[src/rtl/rle_pkg.sv]
// Shared definitions for the RLE lane scheduler: state encoding, special
// output words and default geometry.
package rle_pkg;

    localparam int LANES_DEF   = 8;
    localparam int SYM_MAX_DEF = 5;
    localparam int ADDR_W_DEF  = 9;
    localparam int RUN_MAX     = 63;

    localparam logic [15:0] ESC_WORD = 16'hFC00;
    localparam logic [15:0] EOB_WORD = 16'h0000;

    typedef enum logic [1:0] {
        ST_IDLE = 2'd0,
        ST_WAIT = 2'd1,
        ST_EMIT = 2'd2,
        ST_EOB  = 2'd3
    } state_t;

endpackage

[src/rtl/rle_run_merge.sv]
// Folds the pending zero-run carry into the run field of a lane's first
// symbol. When the merged run no longer fits in six bits an escape word is
// needed and the remainder becomes the new carry.
module rle_run_merge
    import rle_pkg::*;
(
    input  logic [6:0] carry_in,
    input  logic [5:0] run_in,
    input  logic       run_zero,
    output logic       esc,
    output logic [5:0] run_out,
    output logic [6:0] carry_out
);

    logic [7:0] sum;

    // Add carry to run (run forced to zero once an escape has been issued)
    always_comb begin
        sum       = {1'b0, carry_in} + {2'b00, (run_zero ? 6'd0 : run_in)};
        esc       = (sum > 8'(RUN_MAX));
        run_out   = sum[5:0];
        carry_out = esc ? 7'(sum - 8'(RUN_MAX + 1)) : 7'd0;
    end

endmodule

[src/rtl/rle_lane_sched.sv]
// Drains the RLE lanes of one block in order, merging trailing-zero runs
// across lanes, and streams the resulting 16-bit words into a circular SRAM
// region terminated by an end-of-block word.
module rle_lane_sched
    import rle_pkg::*;
#(
    parameter int LANES   = LANES_DEF,
    parameter int SYM_MAX = SYM_MAX_DEF,
    parameter int ADDR_W  = ADDR_W_DEF
) (
    input  logic              clk,
    input  logic              reset,
    input  logic              start,
    input  logic [LANES-1:0]  lane_valid,
    output logic [2:0]        lane_sel,
    output logic [2:0]        sym_idx,
    input  logic [15:0]       sym_data,
    input  logic [2:0]        lane_cnt,
    input  logic [3:0]        lane_tail,
    output logic              lane_ack,
    output logic              mem_we,
    output logic [ADDR_W-1:0] mem_addr,
    output logic [15:0]       mem_din,
    output logic              busy,
    output logic              done,
    output logic [5:0]        word_cnt
);

    state_t            state;
    logic [2:0]        lane;
    logic [2:0]        k;
    logic [2:0]        cnt_r;
    logic [3:0]        tail_r;
    logic [6:0]        carry;
    logic [ADDR_W-1:0] ptr;
    logic [5:0]        wcnt;
    logic              esc_pend;

    logic              esc;
    logic [5:0]        run_merged;
    logic [6:0]        carry_next;
    logic              cur_valid;
    logic              last_lane;
    logic [2:0]        cnt_clamp;
    logic              emit_sym;
    logic              emit_last;

    rle_run_merge u_merge (
        .carry_in  (carry),
        .run_in    (sym_data[15:10]),
        .run_zero  (esc_pend),
        .esc       (esc),
        .run_out   (run_merged),
        .carry_out (carry_next)
    );

    // Lane status and end-of-lane decode for the current cycle
    always_comb begin
        cur_valid = lane_valid[lane];
        last_lane = (lane == 3'(LANES - 1));
        cnt_clamp = (lane_cnt > 3'(SYM_MAX)) ? 3'(SYM_MAX) : lane_cnt;
        emit_sym  = (state == ST_EMIT) && !((k == 3'd0) && esc);
        emit_last = emit_sym && (k == (cnt_r - 3'd1));
    end

    // Output decode from the current state; everything idles at zero
    always_comb begin
        mem_we   = 1'b0;
        mem_din  = 16'h0000;
        lane_ack = 1'b0;
        done     = 1'b0;
        case (state)
            ST_WAIT: begin
                lane_ack = cur_valid && (lane_cnt == 3'd0);
            end
            ST_EMIT: begin
                mem_we = 1'b1;
                if (k != 3'd0)
                    mem_din = sym_data;
                else if (esc)
                    mem_din = ESC_WORD;
                else
                    mem_din = {run_merged, sym_data[9:0]};
                lane_ack = emit_last;
            end
            ST_EOB: begin
                mem_we  = 1'b1;
                mem_din = EOB_WORD;
                done    = 1'b1;
            end
            default: ;
        endcase
        lane_sel = lane;
        sym_idx  = k;
        mem_addr = ptr;
        busy     = (state != ST_IDLE);
    end

    // Scheduler state, carry tracking and write pointer
    always_ff @(posedge clk or negedge reset) begin
        if (!reset) begin
            state    <= ST_IDLE;
            lane     <= 3'd0;
            k        <= 3'd0;
            cnt_r    <= 3'd0;
            tail_r   <= 4'd0;
            carry    <= 7'd0;
            ptr      <= '0;
            wcnt     <= 6'd0;
            word_cnt <= 6'd0;
            esc_pend <= 1'b0;
        end else begin
            if (mem_we) begin
                ptr  <= ptr + 1'b1;
                wcnt <= wcnt + 6'd1;
            end
            case (state)
                ST_IDLE: begin
                    if (start) begin
                        state <= ST_WAIT;
                        lane  <= 3'd0;
                        k     <= 3'd0;
                        carry <= 7'd0;
                        wcnt  <= 6'd0;
                    end
                end
                ST_WAIT: begin
                    if (cur_valid) begin
                        if (lane_cnt == 3'd0) begin
                            carry <= carry + 7'(lane_tail);
                            if (last_lane)
                                state <= ST_EOB;
                            else
                                lane <= lane + 3'd1;
                        end else begin
                            state    <= ST_EMIT;
                            k        <= 3'd0;
                            cnt_r    <= cnt_clamp;
                            tail_r   <= lane_tail;
                            esc_pend <= 1'b0;
                        end
                    end
                end
                ST_EMIT: begin
                    if (!emit_sym) begin
                        carry    <= carry_next;
                        esc_pend <= 1'b1;
                    end else if (emit_last) begin
                        carry <= 7'(tail_r);
                        k     <= 3'd0;
                        if (last_lane) begin
                            state <= ST_EOB;
                        end else begin
                            state <= ST_WAIT;
                            lane  <= lane + 3'd1;
                        end
                    end else begin
                        if (k == 3'd0)
                            carry <= 7'd0;
                        k <= k + 3'd1;
                    end
                end
                ST_EOB: begin
                    word_cnt <= wcnt + 6'd1;
                    state    <= ST_IDLE;
                    lane     <= 3'd0;
                    k        <= 3'd0;
                    carry    <= 7'd0;
                end
                default: state <= ST_IDLE;
            endcase
        end
    end

endmodule
[config.mk]
export PLATFORM = sky130hd
export DESIGN_NAME = rle_lane_sched
export DESIGN_NICKNAME = d
export VERILOG_FILES = /design/src/rtl/rle_pkg.sv /design/src/rtl/rle_run_merge.sv /design/src/rtl/rle_lane_sched.sv
export SDC_FILE = /design/constraint.sdc
export NUM_CORES = 1
export LEC_CHECK = 0
export BUFFER_PORTS_ARGS = -buffer_cell sky130_fd_sc_hd__buf_4
export CAP_MARGIN = 25
export CORE_MARGIN = 1
export CORE_UTILIZATION = 58
export CTS_BUF_LIST = sky130_fd_sc_hd__clkbuf_16
export DETAILED_ROUTE_END_ITERATION = 8
export GPL_TIMING_DRIVEN = 0
export PLACE_DENSITY = 0.86
export SLEW_MARGIN = 10
export SYNTH_ARGS = -nofsm -noshare
export SYNTH_HDL_FRONTEND = slang
export SYNTH_SLANG_ARGS = --single-unit
[constraint.sdc]
create_clock -name clk -period 5.5 [get_ports clk]
set_input_delay 0.275 -clock clk [delete_from_list [all_inputs] [get_ports clk]]
set_output_delay 0.275 -clock clk [all_outputs]
set_load 0.02 [all_outputs]
# Word-level counts from Yosys, hierarchy flattened
# Cells that the tools add are included.
word_totals:
  regBits: 44
  in_bits: 34
op_classes:
  addsub: 8
  eq_ne: 14
  magnitude_cmp: 3
  reduce_logical: 18
  n_bitwise: 1
  n_mux: 45
op_table:
  columns: ["operator", "n"]
  rows:
  - ["$mux W7", 7]
  - ["$mux W16", 3]
  - ["$mux W3", 11]
  - ["$pmux W7 S4", 1]
  - ["$mux W6", 4]
  - ["$pmux W3 S4", 2]
  - ["$mux W2", 7]
  - ["$ne A2 B2 Y1 const B", 7]
  - ["$reduce_and A4 Y1", 3]
  - ["$reduce_and A5 Y1", 2]
  - ["$add A9 B1 Y9 const B", 1]
  - ["$add A7 B6 Y8", 1]
  - ["$gt A8 B6 Y1 const B", 1]
  - ["$pmux W2 S4", 1]
  - ["$add A7 B4 Y7", 1]
  - ["$sub A7 B7 Y7 const B", 1]
  - ["$add A3 B1 Y3 const B", 2]
  - ["$add A6 B1 Y6 const B", 1]
  - ["$logic_not A3 Y1", 2]
  - ["$mux W1", 6]
  - ["$eq A2 B2 Y1 const B", 2]
  - ["$logic_and A1 B1 Y1", 4]
  - ["$lt A3 B4 Y1 const B", 1]
  - ["$ne A4 B3 Y1 const B", 1]
  - ["15 further kinds", 17]

# Logic depth before layout (Yosys ltp)
depth:
  word_depth: 10
  depth_mapped: 10
  depth_no_buf: 9

# Modules after synthesis
# From an unflattened synthesis, not the netlist that was laid out.
hier_totals:
  hier_cells: 348
  area_unflattened_um2: 3230.6
modules_own_cells:
  columns: ["mod", "seq_area_each_um2", "cells_per_inst", "area_each_um2", "instances"]
  rows:
  - ["rle_lane_sched", 1101.1, 289, 2772.7, 1]
  - ["rle_run_merge", 0.0, 59, 457.9, 1]

# Least setup slack after synthesis
# OpenSTA, ideal clock, no wires.
synth_timing:
  path_type: "register to output"
  from: "register esc_pend"
  to: "output port mem_din[0]"
  n_path_buf: 1
  required_time_ns: 5.225
  slack_ns: 2.839
  arrival_ns: 2.386
  stages_incl_launch_ff: 10
  cell_sequence: "dfrtp_1 -> nor2b_1 -> ha_1 -> fa_1 -> a21o_1 -> a22o_1 -> a41oi_2 -> nand2_2 -> clkbuf_1 -> and3_1"
synth_via:
  elab_chain_len: 6
synth_rtl:
  columns: ["element", "line_no", "rtl"]
  rows:
  - ["start: declaration", "rle_lane_sched.sv:37", "logic esc_pend;"]
  - ["start signal: assignment", "rle_lane_sched.sv:111", "esc_pend <= 1'b0;"]
  - ["start signal: assignment", "rle_lane_sched.sv:140", "esc_pend <= 1'b0;"]
  - ["start signal: assignment", "rle_lane_sched.sv:147", "esc_pend <= 1'b1;"]
  - ["$mux W6", "rle_run_merge.sv:19", "sum = {1'b0, carry_in} + {2'b00, (run_zero ? 6'd0 : run_in)};"]
  - ["$add A7 B6 Y8", "rle_run_merge.sv:19", null]
  - ["$gt A8 B6 Y1", "rle_run_merge.sv:20", "esc = (sum > 8'(RUN_MAX));"]
  - ["$mux W16", "rle_lane_sched.sv:80", "else if (esc)"]
  - ["$mux W16", "rle_lane_sched.sv:78", "if (k != 3'd0)"]
  - ["$mux W16", "rle_lane_sched.sv:72", "case (state)"]
  - ["end: declaration", "rle_lane_sched.sv:23", "output logic [15:0] mem_din,"]
# No other way between the ends.

# Final worst setup path
layout_timing:
  from: "register esc_pend"
  to: "output port mem_din[6]"
# The elaborated chain is that of the path after synthesis.

==> impl_results.md <==
- Routed len/inst: 15.4 um
- Final setup margin: 1940 ps
- Die W: 75.2 um
- Placement Cell Area: 3750 sq um
- Share of cells above drive strength 1: 25.3%
- Die footprint: 5660 sq um
- CTS tree: yes
- RSZ-0062 raised after global routing: no
- Port Buf Inserts: 74
- Total gr overflow: 0
- Setup crit start kind: register
- Largest net degree at the start of global routing: 45
- Max Fclk: 0.281 GHz
- Clock Latency Late Sink: 280 ps
- IO Pins: 75
- Commonest register cell after synthesis: dfrtp_1
- Final setup fails: 0
- EDFF count, synth: 0
- Flop-to-flop setup slack: 2530 ps
- DR iter-0 viols: 130
- Area Overhead vs Synth: 26.0%
- WS Path Type: register to output pin
- Starting Density: 60.5%
- Syn Std Cell Area: 3110 sq um
- Post-synthesis area per instance: 9.45 sq um
- Vias/cell: 5.88
- Via count: 2828
- Routed wl met2: 3960 um
- Synth Register Bits: 44
- Antenna Cells: 0
- Core area: 5140 sq um
- Failing checks: negative hold slack
- Antenna viol nets, final: 0
- Total power: 2.17 mW
- DRC violations left: 0
- PwrDens: 555 nW/um^2
- Crit path DAT: 3290 ps
- Max IR drop VDD: 0.000277 V
- Status: complete, but fails checks
- Total of max-cap violations: 0
- Final Max Slew Viols: 0
- WHS: -14.5 ps
- Synth unique cells: 59
- Post-CTS resize count: 0
- CP Capture Type: output pin
- Worst-margin pin slew: 599 ps
- Nets: 468
- Number of buffers created by CTS: 5
- Relative slew slack: 60.1%
- Dpl ws: 2290 ps
- Post-route cell area: 3920 sq um
- Crit-path max FO: 10
- Util after Layout: 76.2%
- Final hold vios: 28
- Leak Pwr: 1.93 nW
- Worst-path clk slew: 60 ps
- Worst min path class: input port to async pin
- Ys async rst share: 100%
- Initial DRT Pass Iterations: 4
- Fin crit period: 3560 ps
- First-pass GRT wire length: 11800 um
- Tot GR Track Use: 27.8%
- Initial antenna violation count: 0
- Placed instance count: 473
- Number of setup buffers added after CTS: 0
- Post-Syn Instances: 329
- Clk buf depth: 2
- Cts hold-fix bufs: 0
- Die height: 75.2 um
- Setup TNS: 0 ps
- Metal3 WL: 409 um
- Vias in the first global route: 2628
- CP required: 5220 ps
- Routed Wire Length: 7400 um
- DP Wirelength: 5530 um
- Period utilization: 64.7%
- DRT met1 WL: 2930 um
- Root buffer cell: clkbuf_16
- Synth Net Count: 387
- Sink Count: 44
- DR top layer: met4
- Post-Layout Cell Count: 481
- Standard-cell rows: 26
- Warnings from Yosys: 0
- Clock skew: 2.68 ps
- Seq/Total Area, Yosys: 35.4%
- Htree depth: 2
- RD Place Congestion: 0.873
-- critical path: stages (launching register included) --
cell	delay [ps]
dfrtp_1	500
nor2b_1	80
ha_1	220
fa_1	420
a21o_1	250
a22o_1	230
a41oi_2	480
nand2_2	200
clkbuf_1	230
and3_1	230
buf_4	160
-- sequential cells by signal, indices dropped and copies added, names as in the netlist, 3 cells and up --
name / cells
tail_r: 4
cnt_r: 3
carry: 7
sym_idx: 3
word_cnt: 6
wcnt: 6
lane_sel: 3
mem_addr: 9
-- power by group --
group / internal, mW / switching, mW / total (mW)
clock: 0.212 / 0.121 / 0.333
sequential: 0.438 / 0.109 / 0.547
combinational: 0.536 / 0.758 / 1.29
-- cells in the mapped netlist (5+ instances only) --
cell | count | area, sq um
nand2_1 | 28 | 105
mux2_2 | 6 | 67.6
a21o_1 | 6 | 45.0
nor3_1 | 5 | 25.0
dfrtp_1 | 44 | 1100
xnor2_1 | 16 | 140
and3_1 | 17 | 106
xor2_1 | 9 | 78.8
clkbuf_1 | 8 | 30.0
a31oi_1 | 6 | 37.5
ha_1 | 22 | 275
o21ai_0 | 16 | 80.1
inv_1 | 12 | 45.0
nor2b_1 | 8 | 50.1
a21oi_1 | 31 | 155
mux2i_1 | 5 | 50.1
nor2_1 | 22 | 82.6
-- cell type report --
cell class / count / area [sq um]
Multi-Input combinational cell: 261 / 1910
Fill cell: 385 / 1220
Sequential cell: 44 / 1100
Timing Repair Buffer: 74 / 556
Clock buffer: 5 / 125
Tap cell: 70 / 87.6
Inverter: 13 / 48.8
Buffer: 11 / 45.0
Clock inverter: 3 / 38.8
-- cell families after synthesis --
logic type	after synthesis	share of synthesized area, %
AND/OR/NAND/NOR	107	17.9
AO/OA/AOI/OAI	90	19.7
flip-flops	44	35.4
XOR/XNOR	26	7.85
buffers and inverters	24	3.02
adder cells (fa/ha/maj)	24	10.1
multiplexers	14	5.96
-- path summary, 6_finish.rpt --
check / startpoint / end / depth (start not counted)
worst min register to register: mem_addr[8] / mem_addr[8] / 1
worst max-delay path: esc_pend / mem_din[6] / 10
worst max register to register: esc_pend / carry[6] / 9
max in group asynchronous: reset / mem_addr[8] / 1
min in group clk: lane_tail[2] / tail_r[2] / 2
worst min-delay path: reset / word_cnt[4] / 1
-- per-layer routing --
layer | vias up | GRT usage, %
met3 | 14 | 6.16
met4 | 0 | 13.0
met5 | - | 0
met2 | 114 | 50.9
met1 | 1352 | 30.8
li1 | 1348 | -
-- layout by cell type (no fill, tap or decap), types with 3 or more instances in the layout --
cell       instances
nand2_1           28
clkbuf_16          5
buf_4             75
ha_1              22
inv_1             13
a2111oi_0          3
o21ai_0           16
or3_1              3
and2_1             3
clkbuf_1           8
a31oi_1            6
and3_1            17
nor3_1             5
xnor2_1           16
nor2_1            22
nand2b_1           3
dfrtp_1           44
nor2b_1            8
mux2i_1            5
a21oi_1           31
xor2_1             9
a21o_1             6
a211o_1            4
nand3_1            4
mux2_2             6
o21ai_1            4
nand4_1            3
(Power assumes the default switching activity.)
